File: src/rtl/seg7_display_driver.sv
// Four-digit multiplexed hex display driver: captures a 16-bit word and a sticky halt flag.
// Optional leading-zero blanking is enabled by defining SEG7_LEADING_ZERO_BLANK_EN.
module seg7_display_driver #(
    parameter int unsigned REFRESH_DIV = 100000
) (
    input  logic        clk,
    input  logic        rst,
    input  logic [15:0] data_in,
    input  logic        load,
    input  logic        halt,
    output logic [6:0]  seg,
    output logic        dp,
    output logic [3:0]  an
);

    localparam int CW = (REFRESH_DIV > 1) ? $clog2(REFRESH_DIV) : 1;
    localparam logic [CW-1:0] CNT_MAX = CW'(REFRESH_DIV - 1);

    logic [15:0]   disp_q;
    logic          halt_q;
    logic [CW-1:0] cnt;
    logic [1:0]    sel;

    logic [3:0]    nib;
    logic          blank;
    logic [6:0]    seg_nxt;
    logic [3:0]    an_nxt;
    logic          dp_nxt;

    // Patterns are g..a, active-low.
    function automatic logic [6:0] hex_pattern(input logic [3:0] v);
        logic [6:0] p;
        case (v)
            4'h0:    p = 7'b1000000;
            4'h1:    p = 7'b1111001;
            4'h2:    p = 7'b0100100;
            4'h3:    p = 7'b0110000;
            4'h4:    p = 7'b0011001;
            4'h5:    p = 7'b0010010;
            4'h6:    p = 7'b0000010;
            4'h7:    p = 7'b1111000;
            4'h8:    p = 7'b0000000;
            4'h9:    p = 7'b0010000;
            4'hA:    p = 7'b0001000;
            4'hB:    p = 7'b0000011;
            4'hC:    p = 7'b1000110;
            4'hD:    p = 7'b0100001;
            4'hE:    p = 7'b0000110;
            default: p = 7'b0001110;
        endcase
        return p;
    endfunction

    always_ff @(posedge clk or posedge rst) begin
        if (rst) begin
            disp_q <= '0;
            halt_q <= 1'b0;
        end else begin
            if (load) disp_q <= data_in;
            if (halt) halt_q <= 1'b1;
        end
    end

    always_ff @(posedge clk or posedge rst) begin
        if (rst) begin
            cnt <= '0;
            sel <= 2'd0;
        end else if (cnt == CNT_MAX) begin
            cnt <= '0;
            sel <= sel + 2'd1;
        end else begin
            cnt <= cnt + CW'(1);
        end
    end

    always_comb begin
        nib   = 4'h0;
        blank = 1'b0;
        case (sel)
            2'd0:    nib = disp_q[3:0];
            2'd1:    nib = disp_q[7:4];
            2'd2:    nib = disp_q[11:8];
            default: nib = disp_q[15:12];
        endcase
`ifdef SEG7_LEADING_ZERO_BLANK_EN
        // A digit goes dark only if it and every digit to its left are zero.
        case (sel)
            2'd1:    blank = (disp_q[15:4] == 12'h000);
            2'd2:    blank = (disp_q[15:8] == 8'h00);
            2'd3:    blank = (disp_q[15:12] == 4'h0);
            default: blank = 1'b0;
        endcase
`else
        blank = 1'b0;
`endif
        seg_nxt = blank ? 7'b1111111 : hex_pattern(nib);
        an_nxt  = ~(4'b0001 << sel);
        dp_nxt  = ~((sel == 2'd0) && halt_q);
    end

    always_ff @(posedge clk or posedge rst) begin
        if (rst) begin
            seg <= 7'b1111111;
            an  <= 4'b1111;
            dp  <= 1'b1;
        end else begin
            seg <= seg_nxt;
            an  <= an_nxt;
            dp  <= dp_nxt;
        end
    end

endmodule

File: config.mk
export PLATFORM = sky130hd
export DESIGN_NAME = seg7_display_driver
export DESIGN_NICKNAME = d
export VERILOG_FILES = /design/src/rtl/seg7_display_driver.sv
export SDC_FILE = /design/constraint.sdc
export NUM_CORES = 1
export LEC_CHECK = 0
export ABC_AREA = 1
export BUFFER_PORTS_ARGS = -buffer_cell sky130_fd_sc_hd__buf_2
export CELL_PAD_IN_SITES_DETAIL_PLACEMENT = 1
export CELL_PAD_IN_SITES_GLOBAL_PLACEMENT = 1
export CORE_MARGIN = 1
export CORE_UTILIZATION = 47
export DETAILED_ROUTE_END_ITERATION = 10
export PLACE_DENSITY_LB_ADDON = 0.1
export SYNTH_ARGS = -nofsm -noshare
export SYNTH_HDL_FRONTEND = slang
export SYNTH_SLANG_ARGS = --single-unit
export TNS_END_PERCENT = 100
File: constraint.sdc
create_clock -name clk -period 4.9 [get_ports clk]
set_input_delay 0.98 -clock clk [delete_from_list [all_inputs] [get_ports clk]]
set_output_delay 0.98 -clock clk [all_outputs]
set_load 0.02 [all_outputs]
; ---- After elaboration in Yosys (flattened, before gate mapping)
; Memories as Yosys holds them, arrays and structs flattened. A register that Yosys moved wholly into a read port is not among the register bits.
; Cells that the tools add are included.
[op_classes]
n_mux = 2
n_eq_ne = 3
magnitude_cmp = 0
div_mod_pow = 0
bitwise_logic = 2
addsub = 2
n_shift = 1
n_mul = 0
n_reduce_logical = 2
[op_table]
columns = op, count
row1 = $add A17 B1 Y17 const B, 1
row2 = $eq A17 B17 Y1 const B, 1
row3 = $mux W17, 1
row4 = $pmux W4 S3, 1
row5 = $not A4 Y4, 1
row6 = $shl A1 B2 Y4 const A, 1
row7 = $add A2 B1 Y2 const B, 1
row8 = $eq A2 B1 Y1 const B, 1
row9 = $eq A2 B2 Y1 const B, 1
row10 = $logic_not A2 Y1, 1
row11 = $logic_and A1 B1 Y1, 1
row12 = $not A1 Y1, 1
[word_totals]
latch_bits = 0
memories = 1
romBits = 112
out_inout_bits = 12
ramBits = 0
regBits = 41
[mem_list]
columns = memory, depth, width, rd, rd_clocked_by_memory_dff, write_ports, line_no
row1 = (no name shown), 16, 7, 1, 1, 0, 33  ; case (v)

; ---- Depth between registers and ports, before layout
; Gate-level depths: netlist of the first run.
[logic_depth]
word_depth = 3
ltp_mapped = 11
depth_no_buf = 11

; ---- Worst setup path before layout of the first run
; No wires, ideal clock.
[synth_path]
path_kind = input-to-reg
from = in load
to = reg disp_q[0]
slack_ps = 3072
path_buffers = 2
t_arrival_ps = 1703
cell_stages = 3
setup_time_ps = 125
cell_sequence = buf_2 -> buf_2 -> mux2_2
[synth_lines]
columns = item, line_no
row1 = start: declaration, 9  ; input logic load,
row2 = end signal: assignment, 59  ; if (load) disp_q <= data_in;
row3 = end: declaration, 19  ; logic [15:0] disp_q;
; No word-level cell between the ends.

; ---- Worst setup path in the final report of the first run
[layout_path]
from = reg sel[0]
to = reg seg[3]
[layout_via]
elab_chain_len = 2
[layout_rtl]
columns = item, line_no
row1 = start: declaration, 22  ; logic [1:0] sel;
row2 = start signal: assignment, 70  ; sel <= sel + 2'd1;
row3 = "$eq A2 B2 Y1, or another cell as far along", 79  ; case (sel)
row4 = $pmux W4 S3 (*), 79
row5 = end: declaration, 11  ; output logic [6:0] seg,
; Mark *: on every way between the ends. The rest lies on a longest branch, timed or not.
; A chain may end at the register's enable or synchronous reset.

==> impl_metrics.xml, run 1 <==
<?xml version="1.0" encoding="UTF-8"?>
<metrics>
  <group name="detailed_routing">
    <metric name="routed_wire_length_per_instance" unit="um">13.6</metric>
    <metric name="drt-total-wl" unit="um">5280</metric>
    <metric name="routed_via_density" unit="">4.92</metric>
    <metric name="drc" unit="">0</metric>
    <metric name="dr.pass1.iters" unit="">4</metric>
    <metric name="dr.first_iter.drc_count" unit="">78</metric>
    <metric name="vias" unit="">1915</metric>
    <metric name="antenna_violation_net_count_after_detailed_routing" unit="">0</metric>
  </group>
  <group name="power">
    <metric name="power_per_cell_area" unit="nW/um^2">306</metric>
    <metric name="max-vdd-ir-drop" unit="uV">158</metric>
    <metric name="total_leakage_power" unit="nW">1.43</metric>
  </group>
  <group name="logic_synthesis">
    <metric name="synthAdderAreaFrac" unit="">0.0603</metric>
    <metric name="synth.lib_cells_used.distinct" unit="">26</metric>
    <metric name="syn-instance-count" unit="">282</metric>
    <metric name="synthMuxAreaShare" unit="">0.0588</metric>
    <metric name="syn_area" unit="um^2">2490</metric>
    <metric name="synth-seq-area-share" unit="">0.489</metric>
    <metric name="synth_ff_type" unit="">dfrtp_1</metric>
    <metric name="synth_enable_flop_cells" unit="">0</metric>
    <metric name="synth_top_family_by_area" unit="">simple AND/OR/NAND/NOR gates</metric>
    <metric name="synth_async_reset_ratio" unit="">1.00</metric>
    <metric name="ys_ff_latch" unit="">48</metric>
    <metric name="synth_simple_gate_area_share" unit="">0.253</metric>
    <metric name="synth_compound_area_frac" unit="">0.0498</metric>
    <metric name="mappedNetlistNets" unit="">314</metric>
    <metric name="synthXorXnorAreaFrac" unit="">0.0211</metric>
    <metric name="synthesis.yosys.warnings" unit="">0</metric>
    <metric name="avgSynthCellArea" unit="um^2">8.82</metric>
  </group>
  <group name="die">
    <metric name="chipWidth" unit="um">74.8</metric>
    <metric name="initial_utilization" unit="">0.487</metric>
    <metric name="chipHeight" unit="um">74.8</metric>
    <metric name="fp.coreArea" unit="um^2">5110</metric>
    <metric name="area_enclosed_by_the_die_boundary" unit="um^2">5590</metric>
    <metric name="boundaryPins" unit="">32</metric>
    <metric name="placementRows" unit="">26</metric>
  </group>
  <group name="cells_and_area">
    <metric name="drive_above_1_share" unit="">0.276</metric>
    <metric name="syn_to_final_growth" unit="%">14.7</metric>
    <metric name="finalCoreUtilization" unit="">0.559</metric>
    <metric name="fillers" unit="">631</metric>
    <metric name="area.sequential" unit="um^2">1220</metric>
    <metric name="area_used_by_multi_input_combinational_logic" unit="um^2">1100</metric>
    <metric name="final_nets" unit="">350</metric>
    <metric name="antenna-diode-count" unit="">0</metric>
  </group>
  <group name="cts">
    <metric name="post_cts_buffers" unit="">0</metric>
    <metric name="ctsHtreeMaxLevel" unit="">2</metric>
    <metric name="ctsHoldBuffers" unit="">0</metric>
    <metric name="clockRootBuffer" unit="">clkbuf_8</metric>
    <metric name="cts_max_path_buffers" unit="">2</metric>
    <metric name="path_clk_slew" unit="ns">0.09</metric>
    <metric name="cts.repair.resized" unit="">0</metric>
    <metric name="worstSkewPairLatency" unit="ns">0.30</metric>
    <metric name="tritoncts" unit="">yes</metric>
    <metric name="cts_num_sinks" unit="">48</metric>
    <metric name="cts_inserted_buffers" unit="">5</metric>
  </group>
  <group name="worst_setup_path">
    <metric name="timing.setup.critical_path_class" unit="">reg2reg</metric>
    <metric name="worstSetupStartpointType" unit="">flop</metric>
    <metric name="crit_end" unit="">seg[3]$_DFF_PP1_</metric>
    <metric name="worstRegToRegCells" unit="">9</metric>
    <metric name="crit_start" unit="">sel[0]$_DFFE_PP0N_</metric>
    <metric name="crit_path_end_kind" unit="">flop</metric>
    <metric name="arrival" unit="ns">2.28</metric>
    <metric name="maximum_fanout_encountered_on_the_critical_timing_path" unit="">6</metric>
    <metric name="reg2reg_from" unit="">sel[0]$_DFFE_PP0N_</metric>
    <metric name="r2r_setup_slack" unit="ns">2.87</metric>
    <metric name="worstReg2RegEnd" unit="">seg[3]$_DFF_PP1_</metric>
    <metric name="worstPathRequired" unit="ns">5.15</metric>
  </group>
  <group name="timing">
    <metric name="finalSetupViolCount" unit="">0</metric>
    <metric name="min_period_over_period" unit="">0.414</metric>
    <metric name="finalWorstPathRequiredPeriod" unit="ns">2.03</metric>
    <metric name="report.final.slew_viol_count" unit="">0</metric>
    <metric name="hold_slack" unit="ns">0.412</metric>
    <metric name="rsz0062_at_grt" unit="">no</metric>
    <metric name="final-hold-violation-count" unit="">0</metric>
    <metric name="timing_worst_slew_pin_value" unit="ns">1.00</metric>
    <metric name="finClkSkew" unit="ns">0.00775</metric>
    <metric name="timing.slew.headroom" unit="">0.330</metric>
    <metric name="fin_setup_tns" unit="ns">0</metric>
    <metric name="clock.fmax" unit="MHz">492</metric>
  </group>
  <group name="placement">
    <metric name="routability_driven_placement_congestion_ratio" unit="">0.779</metric>
    <metric name="place.port_buffers" unit="">31</metric>
    <metric name="detailedPlacementHpwl" unit="um">3960</metric>
  </group>
  <group name="min_path">
    <metric name="timing.hold.worst.class" unit="">reg2reg</metric>
    <metric name="worst_hold_startpoint" unit="">halt_q$_DFFE_PP0P_</metric>
  </group>
  <group name="flow_run">
    <metric name="drv.max_cap_violation_count" unit="">0</metric>
  </group>
  <group name="global_route">
    <metric name="grt_antenna_before_repair" unit="">0</metric>
    <metric name="grt_pass1_wl" unit="um">8870</metric>
    <metric name="largest_net_degree_at_the_start_of_global_routing" unit="">49</metric>
    <metric name="grt_pass1_vias" unit="">1918</metric>
    <metric name="grt.overflow.total" unit="">0</metric>
    <metric name="grt_usage" unit="">0.211</metric>
  </group>
  <group name="run_status">
    <metric name="outcome" unit="">completed</metric>
  </group>
</metrics>
kinds of logic after synthesis:
| logic type | after synthesis |
|---|---|
| AOI/OAI and AO/OA | 18 |
| xor gates and xnor gates | 6 |
| adders and majority gates | 12 |
| buffers and inverters | 43 |
| DFF | 48 |
| muxes | 13 |
| and+or+nand+nor | 142 |
flip-flops by register name, summed over array words and instances (netlist names):
signal,count
an,4
cnt,17
disp_q,16
dp,1
halt_q,1
seg,7
sel,2
through the flow:
step / area (um^2) / setup slack (ns) / std cells / total power, mW
2_1_floorplan: 2490 / 2.80 / 282 / 0.513
3_3_place_gp: 2720 / 2.92 / 381 / 0.541
3_5_place_dp: 2720 / 2.90 / 381 / 0.544
4_1_cts: 2850 / 2.84 / 389 / 0.881
5_1_grt: 2850 / 2.62 / 389 / 0.913
6_report: 2850 / 2.87 / 389 / 0.873
per-layer routing:
layer  track usage  part of all wire
met4        0.0503            0.0091
met2         0.332              0.48
met1         0.303              0.49
met5             0                 0
met3        0.0402             0.024
placed cells by master, fill, tap and decap left out, drive strengths merged:
cell / n
nand2: 79
inv: 40
dfrtp: 36
nor2: 36
buf: 31
nand3: 24
mux2: 13
ha: 12
dfstp: 12
o21ai: 12
xor2: 6
clkbuf: 6
o21bai: 3
nand4: 2
bufinv: 2
a21oi: 2
clkinv: 1
o22ai: 1
or2: 1
critical path: stages (launching register included):
cell      delay, ns
dfrtp_1        0.44
inv_1          0.11
ha_1           0.31
nand2_1        0.10
nand2_1        0.07
o21bai_1       0.37
ha_1           0.33
nand3_1        0.09
nand3_1        0.08
nand2_1        0.08
power breakdown:
| group | internal [mW] | leakage [nW] | total [mW] | switching, mW |
|---|---|---|---|---|
| combinational | 0.0389 | 0.790 | 0.102 | 0.0635 |
| clock | 0.204 | 0.0654 | 0.337 | 0.133 |
| sequential | 0.425 | 0.574 | 0.433 | 0.00856 |
| total | 0.668 | 1.43 | 0.873 | 0.205 |
worst min-delay path by stage:
stage              endpoint  slack [ns]  cells after the start
5_1_grt        dp$_DFF_PP1_        0.44                      1
4_1_cts        dp$_DFF_PP1_        0.42                      1
3_3_place_gp   dp$_DFF_PP1_        0.39                      1
3_5_place_dp   dp$_DFF_PP1_        0.40                      1
2_1_floorplan  dp$_DFF_PP1_        0.37                      1
6_report       dp$_DFF_PP1_        0.41                      1
cell type report:
class / instances / share of cell area
flip-flops and latches: 48 / 0.426
repair buffers: 31 / 0.0544
clock buffers: 6 / 0.0254
well taps: 70 / 0.0307
multi-input cells: 191 / 0.387
inverters: 41 / 0.0557
clock inverters: 2 / 0.0210
synth_stat cells (2+ instances only):
cell | number | area share
mux2_2 | 13 | 0.059
nand3_1 | 23 | 0.046
nand2_2 | 7 | 0.018
nand4_1 | 2 | 0.0050
dfrtp_1 | 36 | 0.36
o21bai_1 | 3 | 0.0090
inv_2 | 3 | 0.0045
ha_1 | 12 | 0.060
o21ai_0 | 10 | 0.020
nand2_1 | 71 | 0.11
inv_1 | 37 | 0.056
nor2_2 | 3 | 0.0075
nor2_1 | 30 | 0.045
xor2_1 | 6 | 0.021
dfstp_2 | 12 | 0.13
nor2_4 | 3 | 0.014
buf_2 | 2 | 0.0040
No activity file was read; power rests on OpenSTA's default activity.
==> run 2, diff against run 1 <==
Settings changed: CORE_UTILIZATION 47 to 43.
Clock period 4.9 ns to 2.1 ns, I/O delays scaled along.
==> run 2 against run 1 <==
  * Combinational power increased by 150%
  * Clock skew decreased by 0.0024 ns
  * Highest routed layer unchanged
  * Largest cell class unchanged
  * Core utilization decreased by 3.8 points
==> impl_metrics.xml, run 2 (synthesis gave the netlist of run 1 again) <==
<?xml version="1.0" encoding="UTF-8"?>
<metrics>
  <group name="placement">
    <metric name="detailedPlacementHpwl" unit="um">4120</metric>
    <metric name="placedCellCount" unit="">384</metric>
    <metric name="place.port_buffers" unit="">31</metric>
    <metric name="routability_driven_placement_congestion_ratio" unit="">0.787</metric>
    <metric name="dpl_cell_area" unit="um^2">2740</metric>
  </group>
  <group name="global_route">
    <metric name="grt_pass1_wl" unit="um">9720</metric>
    <metric name="grt.overflow.total" unit="">0</metric>
    <metric name="grt_antenna_before_repair" unit="">0</metric>
    <metric name="largest_net_degree_at_the_start_of_global_routing" unit="">49</metric>
    <metric name="grt_pass1_vias" unit="">2091</metric>
    <metric name="grt_usage" unit="">0.206</metric>
  </group>
  <group name="worst_setup_path">
    <metric name="path_common_cell" unit="">nand2_1</metric>
    <metric name="critPathTopFamily" unit="">simple AND/OR/NAND/NOR gates</metric>
    <metric name="worstSetupStartpointType" unit="">flop</metric>
    <metric name="r2r_setup_slack" unit="ns">0.16</metric>
    <metric name="worstRegToRegCells" unit="">11</metric>
    <metric name="timing.critical_path.cells" unit="">inv_1, ha_2, nand2_1, nand2_1, nor2_1, nor2_1, ha_2, inv_1, nand3_1, nand3_1, nand2_1</metric>
    <metric name="reg2reg_from" unit="">sel[0]$_DFFE_PP0N_</metric>
    <metric name="worstReg2RegEnd" unit="">seg[0]$_DFF_PP1_</metric>
    <metric name="crit_end" unit="">seg[0]$_DFF_PP1_</metric>
    <metric name="timing.setup.critical_path_class" unit="">reg2reg</metric>
    <metric name="arrival" unit="ns">2.20</metric>
    <metric name="cp_slowest_stage_delay" unit="ns">0.43</metric>
    <metric name="critPathSlowestCell" unit="">dfrtp_1</metric>
    <metric name="maximum_fanout_encountered_on_the_critical_timing_path" unit="">6</metric>
    <metric name="critical_path_depth" unit="">11</metric>
    <metric name="crit_path_end_kind" unit="">flop</metric>
    <metric name="worstPathRequired" unit="ns">2.36</metric>
    <metric name="crit_start" unit="">sel[0]$_DFFE_PP0N_</metric>
    <metric name="buffering_stage_count_on_the_worst_path_with_inverters_included" unit="">2</metric>
  </group>
  <group name="die">
    <metric name="initial_utilization" unit="">0.449</metric>
    <metric name="area_enclosed_by_the_die_boundary" unit="um^2">6100</metric>
    <metric name="fp.coreArea" unit="um^2">5540</metric>
    <metric name="chipHeight" unit="um">78.1</metric>
    <metric name="chipWidth" unit="um">78.1</metric>
    <metric name="boundaryPins" unit="">32</metric>
    <metric name="placementRows" unit="">27</metric>
  </group>
  <group name="detailed_routing">
    <metric name="drc" unit="">0</metric>
    <metric name="routed_wire_length_per_instance" unit="um">14.1</metric>
    <metric name="vias" unit="">1914</metric>
    <metric name="dr.first_iter.drc_count" unit="">35</metric>
    <metric name="antenna_violation_net_count_after_detailed_routing" unit="">0</metric>
    <metric name="drt-total-wl" unit="um">5540</metric>
    <metric name="routed_via_density" unit="">4.88</metric>
    <metric name="dr.pass1.iters" unit="">4</metric>
  </group>
  <group name="cts">
    <metric name="cts_inserted_buffers" unit="">5</metric>
    <metric name="cts_num_sinks" unit="">48</metric>
    <metric name="path_clk_slew" unit="ns">0.09</metric>
    <metric name="clockRootBuffer" unit="">clkbuf_8</metric>
    <metric name="ctsHoldBuffers" unit="">0</metric>
    <metric name="tritoncts" unit="">yes</metric>
    <metric name="ctsHtreeMaxLevel" unit="">2</metric>
    <metric name="post_cts_buffers" unit="">0</metric>
    <metric name="worstSkewPairLatency" unit="ns">0.30</metric>
    <metric name="cts_max_path_buffers" unit="">2</metric>
  </group>
  <group name="run_status">
    <metric name="outcome" unit="">completed</metric>
  </group>
  <group name="timing">
    <metric name="final-hold-violation-count" unit="">0</metric>
    <metric name="finalSetupViolCount" unit="">0</metric>
    <metric name="clock.fmax" unit="MHz">515</metric>
    <metric name="fin_setup_tns" unit="ns">0</metric>
    <metric name="hold_slack" unit="ns">0.136</metric>
    <metric name="timing.slew.headroom" unit="">0.733</metric>
    <metric name="timing_worst_slew_pin_value" unit="ns">0.401</metric>
    <metric name="min_period_over_period" unit="">0.924</metric>
    <metric name="report.final.slew_viol_count" unit="">0</metric>
    <metric name="finClkSkew" unit="ns">0.00534</metric>
    <metric name="finalWorstPathRequiredPeriod" unit="ns">1.94</metric>
  </group>
  <group name="cells_and_area">
    <metric name="top_library_cells_by_usage_in_the_layout_fill_and_taps_aside" unit="">nand2_1, inv_1, dfrtp_1, buf_2, nor2_1</metric>
    <metric name="final_nets" unit="">351</metric>
    <metric name="layout_top_registers" unit="">cnt x17, disp_q x16, seg x7</metric>
    <metric name="final_common_cell" unit="">nand2_1</metric>
    <metric name="syn_to_final_growth" unit="%">15.9</metric>
    <metric name="final-instance-count-excl-fill" unit="">392</metric>
    <metric name="antenna-diode-count" unit="">0</metric>
    <metric name="largest_register_ff_count" unit="">17</metric>
    <metric name="largest_register" unit="">cnt</metric>
    <metric name="drive_above_1_share" unit="">0.294</metric>
    <metric name="fin_area" unit="um^2">2880</metric>
  </group>
  <group name="power">
    <metric name="p_total" unit="mW">1.99</metric>
    <metric name="power_per_cell_area" unit="nW/um^2">689</metric>
    <metric name="max-vdd-ir-drop" unit="uV">340</metric>
    <metric name="total_leakage_power" unit="nW">1.43</metric>
  </group>
  <group name="min_path">
    <metric name="timing.hold.worst.class" unit="">in2async</metric>
  </group>
  <group name="flow_run">
    <metric name="drv.max_cap_violation_count" unit="">0</metric>
  </group>
</metrics>
## run 2: power breakdown
group | switching, mW | internal [mW] | total (mW)
clock | 0.332 | 0.390 | 0.722
combinational | 0.154 | 0.0969 | 0.251
sequential | 0.0223 | 0.991 | 1.01
total | 0.508 | 1.48 | 1.99
## run 2: through the flow
| step | utilization | setup slack [ns] |
|---|---|---|
| CTS | 0.517 | 0.0882 |
| global placement | 0.495 | 0.231 |
| detailed placement | 0.495 | 0.135 |
| global route | 0.521 | -0.00492 |
| finish | 0.521 | 0.159 |
| floorplan | - | 0.385 |
## run 2: routing by layer
metal / wire [um] / global-route usage / vias up / share of wire
met5: 0 / 0 / - / 0
li1: - / - / 944 / -
met4: 49 / 0.0611 / 0 / 0.0088
met3: 157 / 0.0442 / 5 / 0.028
met2: 2580 / 0.334 / 31 / 0.46
met1: 2760 / 0.278 / 934 / 0.50
## run 2: worst min-delay path by stage
stage / to / slack [ns] / depth (start not counted)
global placement: dp$_DFF_PP1_ / 0.43 / 1
floorplan: dp$_DFF_PP1_ / 0.37 / 1
finish: cnt[2]$_DFF_PP0_ / 0.14 / 3
detailed placement: dp$_DFF_PP1_ / 0.42 / 1
CTS: cnt[2]$_DFF_PP0_ / 0.14 / 3
global route: cnt[2]$_DFF_PP0_ / 0.15 / 3
## run 2: repair_timing
| item | 4_1_cts | 5_1_grt |
|---|---|---|
| setup endpoints to repair | 0 | 5 |
| gates resized for setup | 0 | 5 |
| hold endpoints to repair | 0 | 0 |
## run 2: area by class of cell
class | count | area [um^2]
inverter | 41 | 159
clock buffer | 6 | 82.6
multi-input combinational | 191 | 1120
timing repair buffer | 32 | 175
tap | 72 | 90.1
fill | 698 | 2660
sequential | 48 | 1220
clock inverter | 2 | 38.8
## run 2: worst reg2reg max path, cell delays in order, from the launching register on
cell	delay [ns]
dfrtp_1	0.43
inv_1	0.14
ha_2	0.27
nand2_1	0.08
nand2_1	0.09
nor2_1	0.06
nor2_1	0.22
ha_2	0.29
inv_1	0.06
nand3_1	0.10
nand3_1	0.08
nand2_1	0.08
